### src/rtl/centroid_pkg.sv
// Shared types and width helpers for the centroid/bounding-box block.
package centroid_pkg;

   localparam int COORD_W_DEF = 11;

   function automatic int area_width(input int img_w, input int img_h);
      return $clog2(img_w * img_h + 1);
   endfunction

   // Sized so that a full frame of maximal coordinates cannot overflow.
   function automatic int sum_width(input int area_w, input int coord_w);
      return area_w + coord_w;
   endfunction

   typedef enum logic [1:0] {
      ST_IDLE,
      ST_DIV,
      ST_DONE
   } state_t;

endpackage

### src/rtl/centroid_bbox_divider.sv
// Restoring unsigned divider: one quotient bit per cycle, N_W cycles from start.
module seq_divider #(
   parameter int N_W = 24,
   parameter int D_W = 13
) (
   input  logic           clk,
   input  logic           rst_n,
   input  logic           start,
   input  logic [N_W-1:0] dividend,
   input  logic [D_W-1:0] divisor,
   output logic           done,
   output logic [N_W-1:0] quotient
);

   localparam int CNT_W = $clog2(N_W + 1);

   logic [D_W-1:0]   rem;
   logic [D_W-1:0]   dvs;
   logic [N_W-1:0]   quo;
   logic [CNT_W-1:0] cnt;
   logic             run;
   logic [D_W:0]     shifted;
   logic [D_W+1:0]   diff;

   always_comb begin
      shifted = {rem, quo[N_W-1]};
      diff    = {1'b0, shifted} - {2'b00, dvs};
   end

   always_ff @(posedge clk or negedge rst_n) begin
      if (!rst_n) begin
         rem <= '0;
         dvs <= '0;
         quo <= '0;
         cnt <= '0;
         run <= 1'b0;
      end else if (start) begin
         rem <= '0;
         dvs <= divisor;
         quo <= dividend;
         cnt <= CNT_W'(N_W);
         run <= 1'b1;
      end else if (run) begin
         // Negative trial difference: restore (keep shifted value), quotient bit 0.
         if (diff[D_W+1]) begin
            rem <= shifted[D_W-1:0];
            quo <= {quo[N_W-2:0], 1'b0};
         end else begin
            rem <= diff[D_W-1:0];
            quo <= {quo[N_W-2:0], 1'b1};
         end
         cnt <= cnt - CNT_W'(1);
         if (cnt == CNT_W'(1)) run <= 1'b0;
      end
   end

   // Asserted during the final step; quotient is complete after this edge.
   assign done     = run && (cnt == CNT_W'(1));
   assign quotient = quo;

endmodule

### src/rtl/centroid_bbox.sv
// Per-frame mask centroid and area, with optional bounding box (CENTROID_BBOX_EN).
module centroid_bbox
   import centroid_pkg::*;
#(
   parameter int  IMG_W    = 64,
   parameter int  IMG_H    = 64,
   parameter int  COORD_W  = COORD_W_DEF,
   parameter int  MIN_AREA = 1,
   localparam int AREA_W   = area_width(IMG_W, IMG_H),
   localparam int SUM_W    = sum_width(AREA_W, COORD_W)
) (
   input  logic               clk,
   input  logic               rst,
   input  logic               ce,
   input  logic               de,
   input  logic               hsync,
   input  logic               vsync,
   input  logic               mask,
   output logic [COORD_W-1:0] x,
   output logic [COORD_W-1:0] y,
   output logic [COORD_W-1:0] x_min,
   output logic [COORD_W-1:0] x_max,
   output logic [COORD_W-1:0] y_min,
   output logic [COORD_W-1:0] y_max,
   output logic [AREA_W-1:0]  area,
   output logic               valid,
   output logic               found,
   output logic               busy,
   output logic               frame_drop
);

   state_t             state, state_nx;
   logic               vsync_q;
   logic [COORD_W-1:0] x_cnt, y_cnt;
   logic [AREA_W-1:0]  m00, sh_area;
   logic [SUM_W-1:0]   m10, m01, qx, qy;
   logic               sh_found, div_start, dx_done, dy_done;
   logic               adv, pix, eof, go, snap;
   logic               unused_sig;

   assign adv  = ce & de;
   assign pix  = ce & de & mask;
   assign eof  = vsync & ~vsync_q;
   assign go   = (m00 >= AREA_W'(MIN_AREA));
   assign snap = eof && (state == ST_IDLE);
   assign busy = (state != ST_IDLE);
   assign unused_sig = ^{hsync, qx[SUM_W-1:COORD_W], qy[SUM_W-1:COORD_W]};

   always_ff @(posedge clk or negedge rst) begin
      if (!rst) begin
         vsync_q <= 1'b0;
         x_cnt   <= '0;
         y_cnt   <= '0;
      end else begin
         vsync_q <= vsync;
         if (vsync) begin
            x_cnt <= '0;
            y_cnt <= '0;
         end else if (adv) begin
            if (x_cnt == COORD_W'(IMG_W - 1)) begin
               x_cnt <= '0;
               y_cnt <= (y_cnt == COORD_W'(IMG_H - 1)) ? '0 : y_cnt + COORD_W'(1);
            end else begin
               x_cnt <= x_cnt + COORD_W'(1);
            end
         end
      end
   end

   // A mask pixel coincident with eof seeds the next frame's moments.
   always_ff @(posedge clk or negedge rst) begin
      if (!rst) begin
         m00 <= '0;
         m10 <= '0;
         m01 <= '0;
      end else if (eof) begin
         m00 <= pix ? AREA_W'(1) : '0;
         m10 <= pix ? SUM_W'(x_cnt) : '0;
         m01 <= pix ? SUM_W'(y_cnt) : '0;
      end else if (pix) begin
         m00 <= m00 + AREA_W'(1);
         m10 <= m10 + SUM_W'(x_cnt);
         m01 <= m01 + SUM_W'(y_cnt);
      end
   end

   always_ff @(posedge clk or negedge rst) begin
      if (!rst) begin
         sh_area  <= '0;
         sh_found <= 1'b0;
      end else if (snap) begin
         sh_area  <= m00;
         sh_found <= go;
      end
   end

   seq_divider #(.N_W(SUM_W), .D_W(AREA_W)) u_div_x (
      .clk      (clk),
      .rst_n    (rst),
      .start    (div_start),
      .dividend (m10),
      .divisor  (m00),
      .done     (dx_done),
      .quotient (qx)
   );

   seq_divider #(.N_W(SUM_W), .D_W(AREA_W)) u_div_y (
      .clk      (clk),
      .rst_n    (rst),
      .start    (div_start),
      .dividend (m01),
      .divisor  (m00),
      .done     (dy_done),
      .quotient (qy)
   );

   always_ff @(posedge clk or negedge rst) begin
      if (!rst) state <= ST_IDLE;
      else      state <= state_nx;
   end

   always_comb begin
      state_nx  = state;
      div_start = 1'b0;
      case (state)
         ST_IDLE: begin
            if (eof) begin
               state_nx  = go ? ST_DIV : ST_DONE;
               div_start = go;
            end
         end
         ST_DIV:  if (dx_done && dy_done) state_nx = ST_DONE;
         ST_DONE: state_nx = ST_IDLE;
         default: state_nx = ST_IDLE;
      endcase
   end

   always_ff @(posedge clk or negedge rst) begin
      if (!rst) begin
         valid      <= 1'b0;
         frame_drop <= 1'b0;
         area       <= '0;
         found      <= 1'b0;
         x          <= '0;
         y          <= '0;
      end else begin
         valid      <= (state == ST_DONE);
         frame_drop <= eof && (state != ST_IDLE);
         if (state == ST_DONE) begin
            area  <= sh_area;
            found <= sh_found;
            x     <= sh_found ? qx[COORD_W-1:0] : '0;
            y     <= sh_found ? qy[COORD_W-1:0] : '0;
         end
      end
   end

`ifdef CENTROID_BBOX_EN
   logic [COORD_W-1:0] bx_lo, bx_hi, by_lo, by_hi;
   logic [COORD_W-1:0] sx_lo, sx_hi, sy_lo, sy_hi;

   always_ff @(posedge clk or negedge rst) begin
      if (!rst) begin
         bx_lo <= '0;
         bx_hi <= '0;
         by_lo <= '0;
         by_hi <= '0;
      end else if (eof) begin
         bx_lo <= pix ? x_cnt : '1;
         bx_hi <= pix ? x_cnt : '0;
         by_lo <= pix ? y_cnt : '1;
         by_hi <= pix ? y_cnt : '0;
      end else if (pix) begin
         if (x_cnt < bx_lo) bx_lo <= x_cnt;
         if (x_cnt > bx_hi) bx_hi <= x_cnt;
         if (y_cnt < by_lo) by_lo <= y_cnt;
         if (y_cnt > by_hi) by_hi <= y_cnt;
      end
   end

   always_ff @(posedge clk or negedge rst) begin
      if (!rst) begin
         sx_lo <= '0;
         sx_hi <= '0;
         sy_lo <= '0;
         sy_hi <= '0;
      end else if (snap) begin
         sx_lo <= bx_lo;
         sx_hi <= bx_hi;
         sy_lo <= by_lo;
         sy_hi <= by_hi;
      end
   end

   always_ff @(posedge clk or negedge rst) begin
      if (!rst) begin
         x_min <= '0;
         x_max <= '0;
         y_min <= '0;
         y_max <= '0;
      end else if (state == ST_DONE) begin
         x_min <= sh_found ? sx_lo : '0;
         x_max <= sh_found ? sx_hi : '0;
         y_min <= sh_found ? sy_lo : '0;
         y_max <= sh_found ? sy_hi : '0;
      end
   end
`else
   assign x_min = '0;
   assign x_max = '0;
   assign y_min = '0;
   assign y_max = '0;
`endif

endmodule
### config.mk
export PLATFORM = sky130hd
export DESIGN_NAME = centroid_bbox
export DESIGN_NICKNAME = d
export VERILOG_FILES = /design/src/rtl/centroid_pkg.sv /design/src/rtl/centroid_bbox_divider.sv /design/src/rtl/centroid_bbox.sv
export SDC_FILE = /design/constraint.sdc
export NUM_CORES = 1
export LEC_CHECK = 0
export BUFFER_PORTS_ARGS = -buffer_cell sky130_fd_sc_hd__buf_2
export CAP_MARGIN = 20
export CORE_MARGIN = 4
export CORE_UTILIZATION = 60
export DETAILED_ROUTE_END_ITERATION = 8
export PLACE_DENSITY = 0.86
export SETUP_SLACK_MARGIN = 0.05
export SYNTH_ARGS = -nofsm -noshare
export SYNTH_HDL_FRONTEND = slang
export SYNTH_HIERARCHICAL = 1
export SYNTH_SLANG_ARGS = --single-unit
### constraint.sdc
create_clock -name clk -period 3 [get_ports clk]
set_clock_uncertainty 0.1 [all_clocks]
set_input_delay 0.45 -clock clk [delete_from_list [all_inputs] [get_ports clk]]
set_output_delay 0.45 -clock clk [all_outputs]
set_load 0.02 [all_outputs]
**Word level (Yosys, flattened, before mapping)**

Cells that the tools add are included.

- Logic and storage cells: 106
- Bits in registers: 237
- Input port bits: 7
- Output and inout port bits: 83

- Bitwise gates (word level): 4
- Reduce and logical (&&, ||, !) cells: 14
- Add/subtract/negate cells: 9
- Equality and inequality tests: 8
- Multiplexer cells: 46
- Magnitude comparators: 1

Operator list:

| kind | number |
|---|---|
| $mux 24 | 8 |
| $mux 11 | 11 |
| $mux 13 | 8 |
| $add 24x11->24 | 2 |
| $sub 14x13->15 | 2 |
| $add 11x1->11 const B | 2 |
| $eq 11x6->1 const B | 2 |
| $mux 5 | 4 |
| $add 13x1->13 const B | 1 |
| $ge 13x1->1 const B | 1 |
| $reduce_bool 2->1 | 6 |
| $mux 1 | 11 |
| $eq 5x1->1 const B | 2 |
| $sub 5x1->5 const B | 2 |
| $mux 2 | 3 |
| $logic_and 1x1->1 | 5 |
| $ne 2x2->1 const B | 2 |
| $pmux 2 s2 | 1 |
| $reduce_and 2->1 | 2 |
| $and 1x1->1 | 3 |
| $eq 2x1->1 const B | 1 |
| $eq 2x2->1 const B | 1 |
| $logic_not 2->1 | 1 |
| $not 1->1 | 1 |

**Longest topological paths before layout**

Gate-level depths: netlist (run 1).

- Depth after elaboration: 5
- Gate-level depth with buffers: 11
- Gate-level depth less buffers: 10

**Cells and area by module**

Netlist (run 1), hierarchy kept.

Modules (own cells, without submodules):

| module | instances | cells each | seq. area each (um^2) | area each (um^2) |
|---|---|---|---|---|
| centroid_bbox | 1 | 776 | 3,453.3 | 7,425.9 |
| seq_divider | 2 | 335 | 1,401.3 | 3,135.5 |

**Worst setup path after synthesis (run 1)**

Ideal clock, no wire load.

- Path kind: register to register
- Start point: register u_div_x.quo[23] (netlist: u_div_x/quotient[23])
- End point: register u_div_x.quo[0] (netlist: u_div_x/quotient[0])
- Library setup time: 0.133 ns
- Setup slack: 0.297 ns
- Path buffers: 1
- Stages on the path, launching flop included: 12
- Clock period less this slack: 2.703 ns
- Arrival: 2.470 ns
- Required time: 2.767 ns
- Cell sequence: dfrtp_1 > inv_1 > ha_1 > inv_1 > fa_1 > a21o_1 > a221oi_2 > nor3b_2 > or4_4 > buf_6 > mux2i_1 > o21ai_0

- Word-level cells in the longest chain between the ends: 4

Ends and longest elaborated chain:

| what | RTL line | source |
|---|---|---|
| start, declared | centroid_bbox_divider.sv:19 | `logic [N_W-1:0] quo;` |
| start signal, assigned | centroid_bbox_divider.sv:40 | `quo <= dividend;` |
| start signal, assigned | centroid_bbox_divider.sv:47 | `quo <= {quo[N_W-2:0], 1'b0};` |
| start signal, assigned | centroid_bbox_divider.sv:50 | `quo <= {quo[N_W-2:0], 1'b1};` |
| $sub 14x13->15 | centroid_bbox_divider.sv:27 | `diff = {1'b0, shifted} - {2'b00, dvs};` |
| $mux 1 | centroid_bbox_divider.sv:45 | `if (diff[D_W+1]) begin` |
| $mux 24 | centroid_bbox_divider.sv:43 | `end else if (run) begin` |
| $mux 24 | centroid_bbox_divider.sv:37 | `end else if (start) begin` |

No other way between the ends. The select of a mux whose other input is x is not followed.
A chain may end at the register's enable or synchronous reset.

**Worst setup path after layout (run 1)**

- Start point: register u_div_x.quo[23] (netlist: u_div_x/quotient[23])
- End point: register u_div_x.rem[5]

- Word-level cells in the longest chain between the ends: 4

Ends and longest elaborated chain:

| what | RTL line | source |
|---|---|---|
| $sub 14x13->15 | centroid_bbox_divider.sv:27 |  |
| $mux 13 | centroid_bbox_divider.sv:45 |  |
| $mux 13 | centroid_bbox_divider.sv:43 |  |
| $mux 13 | centroid_bbox_divider.sv:37 |  |
| end signal, assigned | centroid_bbox_divider.sv:46 | `rem <= shifted[D_W-1:0];` |
| end signal, assigned | centroid_bbox_divider.sv:49 | `rem <= diff[D_W-1:0];` |
| end, declared | centroid_bbox_divider.sv:17 | `logic [D_W-1:0] rem;` |

No other way between the ends. The select of a mux whose other input is x is not followed.

==> impl_results.md, run 1 <==
* Peak supply drop at 0.4768 mV
* Yosys warns at 6
* Tmin final at 2854 ps
* Total GRT Usage at 24.17%
* Die footprint at 25310 sq um
* Synthesis-to-finish area growth at 11.15%
* CTS tree: done
* DR DRC count at 0
* Worst-Skew Late Latency at 530 ps
* Clock transition at path regs at 60 ps
* Crit share post-route at 95.14%
* Worst min path class: input port to flip-flop
* FF+latch area at 6259 sq um
* Initial antenna violation count at 1
* Synth top cells by count: dfrtp_1, nand2_1, o21ai_0
* # IOs at 90
* Core Area at 22570 sq um
* Die H at 159.1 um
* Max Slew Vio Count at 0
* Inserted Diodes at 0
* Routability cong. at 0.8898
* Synthesized area per cell at 9.472 sq um
* Switching part of the total power at 36.99%
* DR iter-0 viols at 762
* Inst Count DP at 1741
* Final TNS setup at 0 ps
* Peak Freq at 350.3 MHz
* Grt total ovfl at 0
* DP Wirelength at 20670 um
* DRT Pass-1 Iters at 5
* RSZ-0062 raised after global routing: no
* Cell variety after synth at 71
* Via count at 10990
* Antenna-violating nets left at 0
* EDFF count, synth at 0
* Leakage at 7.253 nW
* Worst EP required at 3250 ps
* First-pass GRT wire length at 52350 um
* Share of cells above drive strength 1 at 13.26%
* Status: finished, final reports clean
* Vias in the first global route at 10750
* Total clock sinks at 250
* Largest net degree at the start of global routing at 92
* Leading area contributor after synthesis: dfrtp_1
* Register area share after synthesis at 45.67%
* # port buffers at 44
* Worst slew margin at 36.61%
* Kind of critical path: flip-flop to flip-flop
* Switching power at 5.372 mW
* Power per standard cell area at 954.0 nW/um^2
* Startpoint types: flip-flop
* Int Pwr at 9.152 mW
* Least-Margin Pin Slew at 950.8 ps
* Mapped cell area at 13700 sq um
* Post-synth top flop: dfrtp_1
* Cell count after synthesis at 1446
* Core Rows at 55
* Area share of the largest cell type after synthesis at 45.67%
* Layout Cells excl Fill at 1801
* Data arrival, critical path at 3110 ps
* Max H-tree Level at 1
* Most frequent cell after synthesis: dfrtp_1
* Ys async rst share at 100.0%
* Area occupied by multi-input gates at 6825 sq um
* Die X-Extent at 159.1 um
* DRT Wirelength at 31450 um
* Seq pwr share at 34.1%
* Root Driver: clkbuf_16
* Drt wl/cell at 17.46 um
* WHS at 170.4 ps
* Max Cap Viol at 0
* Vias per inst at 6.099
* Number of synthesized register bits at 250
* Initial Util at 60.68%
* Critical Path Sink Type: flip-flop
* Clk pwr share at 25.1%
* Final Setup Violations at 0
* Comb power frac at 40.8%
* Fillers at 1673
* Final nets at 1563
* Buffer depth of the longest clock path at 3
* Cts bufs inserted at 27
* Synth area leaders: dfrtp_1, o21ai_0, nand2_1, ha_1, mux2i_1
* Maximum fanout along the worst path at 6
* Final Hold Viols at 0
==> metal layers <==
metal	up-vias	GRT usage (%)	wire, um
li1	5113	-	-
met1	5393	32.33	13260
met4	2	8.994	1076
met3	102	3.857	1845
met2	375	40.15	15250
met5	-	0	13
==> kinds of logic after synthesis <==
group | count (synthesis) | share of synthesized area, %
and+or+nand+nor | 478 | 16.80
AOI/OAI and AO/OA | 338 | 14.94
DFF | 250 | 45.67
buffers and inverters | 164 | 5.874
muxes | 87 | 6.632
xor gates and xnor gates | 68 | 4.348
adders and majority gates | 60 | 5.700
other | 1 | 0.02738
==> sequential cells by signal (all words and copies together), names as in the netlist, 24 cells and up <==
| name | flops |
|---|---|
| u_div_y/quotient | 24 |
| m10 | 24 |
| u_div_x/quotient | 24 |
| m01 | 24 |
==> critical path, cell delays in order, from the launching register on <==
cell and delay [ps]:
dfrtp_1 390, inv_2 80, ha_1 160, inv_1 50, fa_2 360, a21o_1 210
a221oi_2 300, nor3b_2 110, or4_4 570, buf_12 170, nand2_1 60, a311oi_1 110
==> cell usage in the layout (no fill, tap or decap), types with 30 or more instances in the layout <==
master and instances:
o21ai_0 165, buf_2 44, buf_4 37, nand2_1 212, mux2i_1 57, mux2_2 30
dfrtp_1 248, ha_1 56, nor2_1 99, inv_1 49, xor2_1 40, conb_1 44
a21oi_1 52
==> worst paths after layout <==
| check | start | cells after the start | end | slack [ps] |
|---|---|---|---|---|
| setup reg to reg | u_div_x/quotient[23] | 11 | u_div_x/rem[5] | 150 |
| max in group asynchronous | rst | 3 | u_div_x/quotient[6] | 1550 |
| hold / removal | vsync | 2 | vsync_q | 170 |
| min in group asynchronous | rst | 2 | m10[0] | 420 |
| setup / recovery | u_div_x/quotient[23] | 11 | u_div_x/rem[5] | 150 |
| hold reg to reg | y[9] | 2 | y[9] | 380 |
==> repair_timing <==
item,in CTS,in global routing
hold buffers,1,0
pin swaps,1,7
endpoints found under the setup margin,4,18
cloned,1,0
resized for setup,0,5
endpoints found under the hold margin,85,0
buffers inserted,0,9
==> power groups by stage <==
stage / clock network, mW / logic (mW) / registers (mW)
after CTS: 3.69 / 5.69 / 4.94
after global placement: 0 / 5.39 / 4.94
after global routing: 3.85 / 6.54 / 5.06
after detailed placement: 0 / 5.63 / 4.99
after floorplan: 0 / 4.36 / 4.90
final: 3.64 / 5.92 / 4.96
==> metrics by stage <==
step | total power, mW | cell area [sq um] | util [%] | setup slack [ps]
after floorplan | 9.262 | 13860 | - | 296.9
after global placement | 10.33 | 14130 | 62.60 | 137.7
after detailed placement | 10.61 | 14130 | 62.60 | 62.34
after CTS | 14.33 | 15140 | 67.08 | 55.03
after global routing | 15.45 | 15220 | 67.45 | 43.80
final | 14.52 | 15220 | 67.45 | 145.7
==> layout make-up <==
type | instances | area share (%)
repair buffers | 86 | 3.830
clock inverters | 12 | 1.323
inverters | 55 | 1.356
well taps | 285 | 2.342
flip-flops and latches | 250 | 41.11
multi-input cells | 1076 | 44.83
clock buffers | 37 | 5.210
Note: power is estimated with default switching activity, not from simulation.
==> inputs of run 2 (changes only) <==
--- a/config.mk
+++ b/config.mk
@@ -8,9 +8,9 @@
 export BUFFER_PORTS_ARGS = -buffer_cell sky130_fd_sc_hd__buf_2
 export CAP_MARGIN = 20
 export CORE_MARGIN = 4
-export CORE_UTILIZATION = 60
+export CORE_UTILIZATION = 56
 export DETAILED_ROUTE_END_ITERATION = 8
-export PLACE_DENSITY = 0.86
+export PLACE_DENSITY = 0.85
 export SETUP_SLACK_MARGIN = 0.05
 export SYNTH_ARGS = -nofsm -noshare
 export SYNTH_HDL_FRONTEND = slang
==> constraint.sdc (replaced) <==
create_clock -name clk -period 2.5 [get_ports clk]
set_clock_uncertainty 0.1 [all_clocks]
set_input_delay 0.375 -clock clk [delete_from_list [all_inputs] [get_ports clk]]
set_output_delay 0.375 -clock clk [all_outputs]
set_load 0.02 [all_outputs]
==> impl_results.md, run 2 (synthesized netlist as in run 1, its figures left out) <==
* Status: finished with violations
* Failing checks: negative setup slack
* Worst min path class: input port to flip-flop
* Switching power at 7.233 mW (+35%)
* Place WS at -236.1 ps (-298.4 ps)
* Peak supply drop at 0.7042 mV (+48%)
* Clk pwr share at 21.9% (-3.2 points)
* Core Area at 23750 sq um (+5.2%)
* Die X-Extent at 164.4 um (+3.3%)
* Switching part of the total power at 38.19% (+1.2 points)
* Seq pwr share at 31.6% (-2.5 points)
* Layout Utilization at 68.20% (+0.75 points)
* Kind of critical path: flip-flop to flip-flop
* Largest net degree at the start of global routing at 64 (-30%)
* Inst Count DP at 1833 (+5.3%)
* Vias in the first global route at 11470 (+6.7%)
* Layout Cells excl Fill at 1909 (+6.0%)
* Final TNS setup at -3212 ps (-3212 ps)
* Antenna-violating nets left at 0 (unchanged)
* Power, Total at 18.94 mW (+30%)
* Final nets at 1637 (+4.7%)
* Vias per inst at 6.057 (-0.69%)
* Grt total ovfl at 0 (unchanged)
* Flop-to-flop setup slack at -190 ps (-330 ps)
* DR DRC count at 0 (unchanged)
* Int Pwr at 11.70 mW (+28%)
* # IOs at 90 (unchanged)
* Cts bufs inserted at 26 (-3.7%)
* Critical Path Sink Type: flip-flop
* Total clock sinks at 250 (unchanged)
* Design area at 16200 sq um (+6.4%)
* Least-Margin Pin Slew at 762.9 ps (-187.9 ps)
* Maximum fanout along the worst path at 5 (-1)
* Inserted Diodes at 0 (unchanged)
* Startpoint types: flip-flop
* Max Slew Vio Count at 0 (unchanged)
* Root Driver: clkbuf_16
* Synthesis-to-finish area growth at 18.28%
* Final Setup Violations at 26 (+26)
* Cells on worst reg2reg path at 11 (unchanged)
* Total GRT Usage at 25.33% (+1.2 points)
* R2r endpoint: u_div_y/rem[6]
* HP Start: vsync
* DP Wirelength at 22390 um (+8.3%)
* RSZ-0062 raised after global routing: yes
* CTS tree: done
* Die footprint at 27020 sq um (+6.8%)
* Peak Freq at 372.1 MHz (+6.2%)
* Core Rows at 56 (+1.8%)
* Data arrival, critical path at 2960 ps (-150 ps)
* # port buffers at 44 (unchanged)
* Max H-tree Level at 1 (unchanged)
* Final Hold Viols at 0 (unchanged)
* Initial Util at 57.66% (-3.0 points)
* Via count at 11560 (+5.3%)
* Hold Path Stages at 2 (unchanged)
* Comb power frac at 46.5% (+5.7 points)
* DRT Wirelength at 35940 um (+14%)
* Max Cap Viol at 0 (unchanged)
* Share of cells above drive strength 1 at 21.26% (+8.0 points)
* Commonest non-fill, non-tap cell in the layout: dfrtp_1
* DR iter-0 viols at 1042 (+37%)
* Leakage at 7.642 nW (+5.4%)
* Area after DPL at 14650 sq um (+3.7%)
* Initial antenna violation count at 0 (-1)
* Final WS setup at -187.5 ps (-333.2 ps)
* Launching point of the worst reg2reg path: u_div_y/quotient[23]
* Routability cong. at 0.8994 (+1.1%)
* Die H at 164.4 um (+3.3%)
* Start point of the critical path: u_div_y/quotient[23]
* WHS at 127.0 ps (-43.39 ps)
* Min-Delay Endpoint: vsync_q
* Tmin final at 2688 ps (-166.8 ps)
* DRT Pass-1 Iters at 6 (+1)
* Worst slew margin at 49.14% (+13 points)
* Worst-Skew Late Latency at 530 ps (about the same)
* Clock transition at path regs at 60 ps (about the same)
* Crit share post-route at 107.5% (+12 points)
* Worst EP required at 2770 ps (-480 ps)
* Power per standard cell area at 1169 nW/um^2 (+23%)
* Most frequent cells in the layout: dfrtp_1, nand2_1, o21ai_0
* Drt wl/cell at 18.83 um (+7.8%)
* First-pass GRT wire length at 56230 um (+7.4%)
* Buffer depth of the longest clock path at 3 (unchanged)
[run 2: changes by cell type in the layout (fill, tap and decap cells not counted), sizes merged]
cell	delta
clkbuf	-1
bufinv	-2
clkinvlp	-1
or4	+2
clkinv	+4
buf	+72
and3	+1
inv	-1
[run 2: area by class of cell]
cell class | instances | area, sq um
sequential | 250 | 6261
clock inverter | 12 | 141.4
tap | 319 | 399.1
multi-input combinational | 1079 | 7264
clock buffer | 36 | 789.5
timing repair buffer | 158 | 1139
inverter | 55 | 206.4
fill | 1665 | 7552
[run 2: how the worst max path moves through the flow]
stage | endpoint | slack, ps | cells past startpoint
after floorplan | u_div_x/quotient[0] | -60 | 11
after global placement | u_div_y/rem[10] | -170 | 10
after detailed placement | u_div_y/rem[10] | -240 | 10
after CTS | u_div_y/rem[10] | -190 | 10
after global routing | u_div_y/rem[6] | -290 | 11
final | u_div_y/rem[6] | -190 | 11
[run 2: worst max-delay path: stages (launching register included)]
cell and delay (ps):
dfrtp_1 380, inv_2 80, ha_4 130, inv_2 40
fa_2 350, a21o_1 210, a221oi_4 300, nor3b_2 100
buf_4 160, or4_4 480, nand2_1 110, a311oi_2 90
[run 2: per-layer routing]
metal  vias up  global-route usage, %  wire [um]
met5         -                      0          0
met4         0                  10.17       1160
met3       110                  4.168       2312
met2       474                  44.14      18400
met1      5724                  31.54      14070
li1       5255                      -          -
[run 2: power groups by stage]
stage	logic [mW]	registers, mW	clock network [mW]
2_1_floorplan	5.28	5.89	0
3_5_place_dp	7.28	5.97	0
6_report	8.81	5.98	4.15
4_1_cts	7.88	5.92	4.19
5_1_grt	9.59	6.09	4.37
3_3_place_gp	6.94	5.92	0
[run 2: what timing repair did]
item                                   CTS  global route
endpoints found under the hold margin   57             0
gates cloned                             4             2
hold buffers                             1             0
buffers inserted                        12            11
setup endpoints to repair               38            74
pin swaps                               26            34
gates resized for setup                 23            63
==> inputs of run 3 (changes only) <==
--- a/config.mk
+++ b/config.mk
@@ -6,11 +6,11 @@
 export NUM_CORES = 1
 export LEC_CHECK = 0
 export BUFFER_PORTS_ARGS = -buffer_cell sky130_fd_sc_hd__buf_2
-export CAP_MARGIN = 20
 export CORE_MARGIN = 4
-export CORE_UTILIZATION = 56
+export CORE_UTILIZATION = 57
+export CTS_BUF_LIST = sky130_fd_sc_hd__clkbuf_2
 export DETAILED_ROUTE_END_ITERATION = 8
-export PLACE_DENSITY = 0.85
+export PLACE_DENSITY = 0.79
 export SETUP_SLACK_MARGIN = 0.05
 export SYNTH_ARGS = -nofsm -noshare
 export SYNTH_HDL_FRONTEND = slang
==> impl_results.md, run 3 (synthesized netlist as in run 1, its figures left out) <==
* Status: finished with violations
* Failing checks: negative setup slack
* # port buffers at 44 (unchanged)
* Final nets at 1686 (+3.0%)
* Initial antenna violation count at 1 (+1)
* Root Driver: clkbuf_2
* Startpoint types: flip-flop
* DR iter-0 viols at 642 (-38%)
* Drt wl/cell at 16.41 um (-13%)
* Commonest non-fill, non-tap cell in the layout: dfrtp_1
* Synthesis-to-finish area growth at 16.42%
* Total clock sinks at 250 (unchanged)
* Cells on worst reg2reg path at 12 (+1)
* Final Hold Viols at 0 (unchanged)
* Flop-to-flop setup slack at -190 ps (about the same)
* DRT Wirelength at 32560 um (-9.4%)
* Share of cells above drive strength 1 at 23.24% (+2.0 points)
* Via count at 11250 (-2.7%)
* First-pass GRT wire length at 53570 um (-4.7%)
* Leakage at 7.686 nW (+0.58%)
* Vias per inst at 5.668 (-6.4%)
* Peak Freq at 371.1 MHz (-0.28%)
* Clock transition at path regs at 110 ps (+50 ps)
* # IOs at 90 (unchanged)
* CTS tree: done
* DR DRC count at 0 (unchanged)
* Die footprint at 26570 sq um (-1.7%)
* Vias in the first global route at 11240 (-2.0%)
* Max Cap Viol at 0 (unchanged)
* Most frequent cells in the layout: dfrtp_1, nand2_1, o21ai_0
* Buffer depth of the longest clock path at 3 (unchanged)
* Routability cong. at 0.9105 (+1.2%)
* Maximum fanout along the worst path at 7 (+2)
* RSZ-0062 raised after global routing: yes
* Worst EP required at 3140 ps (+370 ps)
* Largest net degree at the start of global routing at 51 (-20%)
* Die X-Extent at 163.0 um (-0.84%)
* Die H at 163.0 um (-0.84%)
* Total GRT Usage at 24.49% (-0.84 points)
* R2r endpoint: u_div_x/rem[0]
* Peak supply drop at 0.5886 mV (-16%)
* Crit share post-route at 107.8% (+0.30 points)
* Final WS setup at -195.0 ps (-7.443 ps)
* Final Setup Violations at 24 (-7.7%)
* Inst Count DP at 1835 (+0.11%)
* Grt total ovfl at 0 (unchanged)
* Max Slew Vio Count at 0 (unchanged)
* Antenna-violating nets left at 0 (unchanged)
* Core Area at 23540 sq um (-0.88%)
* Core Rows at 56 (unchanged)
* Data arrival, critical path at 3330 ps (+370 ps)
* Start point of the critical path: u_div_x/quotient[23]
* Worst-Skew Late Latency at 850 ps (+320 ps)
* Tmin final at 2695 ps (+7.443 ps)
* Least-Margin Pin Slew at 768.3 ps (+5.350 ps)
* Place WS at -224.6 ps (+11.47 ps)
* Worst slew margin at 48.78% (-0.36 points)
* Cts bufs inserted at 68 (+160%)
* Layout Cells excl Fill at 1985 (+4.0%)
* Critical Path Sink Type: flip-flop
* Setup crit end: u_div_x/rem[0]
* Max H-tree Level at 3 (+2)
* Launching point of the worst reg2reg path: u_div_x/quotient[23]
* DRT Pass-1 Iters at 5 (-1)
* Worst min path class: flip-flop to flip-flop
* Power per standard cell area at 1075 nW/um^2 (-8.0%)
* Kind of critical path: flip-flop to flip-flop
* Initial Util at 58.18% (+0.51 points)
* DP Wirelength at 21810 um (-2.6%)
## run 3: cell types whose count changed in the layout (fill, tap and decap cells not counted), sizes merged, moves of 2 or more
| cell | delta |
|---|---|
| dlygate4sd3 | +5 |
| and3 | -2 |
| buf | +5 |
| clkinv | +11 |
| clkbuf | +57 |
## run 3: critical path, stage by stage, from the launching register on
cell and delay [ps]:
dfrtp_1 400, inv_2 80, ha_4 130, inv_2 30, fa_2 340, a21o_1 200, a221oi_2 230, buf_4 150
nor3b_2 50, or4_4 510, buf_12 170, nor4_4 120, a311o_1 140
## run 3: per-stage QoR
stage	util (%)	area [sq um]	setup TNS [ps]	power, mW	hold WS (ps)
final	67.73	15950	-3074	17.15	381.7
after global routing	67.73	15950	-6729	18.44	310.5
after CTS	66.50	15660	-3241	16.84	302.8
after detailed placement	62.29	14670	-2277	13.27	292.2
after global placement	62.29	14670	-986.2	12.92	292.0
after floorplan	-	13890	-549.5	11.17	-20.59
## run 3: worst min path at each step
| stage | startpoint | endpoint | slack [ps] | cells past startpoint |
|---|---|---|---|---|
| after floorplan | rst | area[0] | -20 | 0 |
| after global placement | rst | x_cnt[1] | 290 | 1 |
| after detailed placement | rst | x_cnt[2] | 290 | 1 |
| after CTS | vsync | vsync_q | 300 | 3 |
| after global routing | vsync | vsync_q | 310 | 3 |
| final | x[6] | x[6] | 380 | 2 |
## run 3: power breakdown
group / internal (mW) / total (mW) / switching, mW
Combinational: 3.84 / 8.19 / 4.35
Sequential: 5.09 / 5.85 / 0.762
Clock: 1.42 / 3.11 / 1.69
## run 3: final cells by class
cell class                      instances  area, sq um
Multi-Input combinational cell       1076         7164
Clock buffer                           93        465.4
Fill cell                            1851         7596
Inverter                               55        206.4
Timing Repair Buffer                  168         1250
Sequential cell                       250         6262
Antenna cell                            1        2.502
Tap cell                              319        399.1
Clock inverter                         23        196.4
## run 3: routing by layer
metal	routed length (um)	share of wire (%)	global-route usage, %	vias to the layer above
li1	-	-	-	5399
met5	0	0	0	-
met2	16280	50	42.04	304
met4	808	2.5	8.387	0
met1	13810	42	31.18	5473
met3	1667	5.1	4.845	74
## run 3: timing repair
| action | 4_1_cts | 5_1_grt |
|---|---|---|
| pin swaps | 21 | 30 |
| endpoints found under the setup margin | 41 | 61 |
| cloned | 2 | 1 |
| gates resized for setup | 30 | 49 |
| buffers inserted | 14 | 10 |
| hold endpoints to repair | 260 | 0 |
| hold buffers | 7 | 0 |
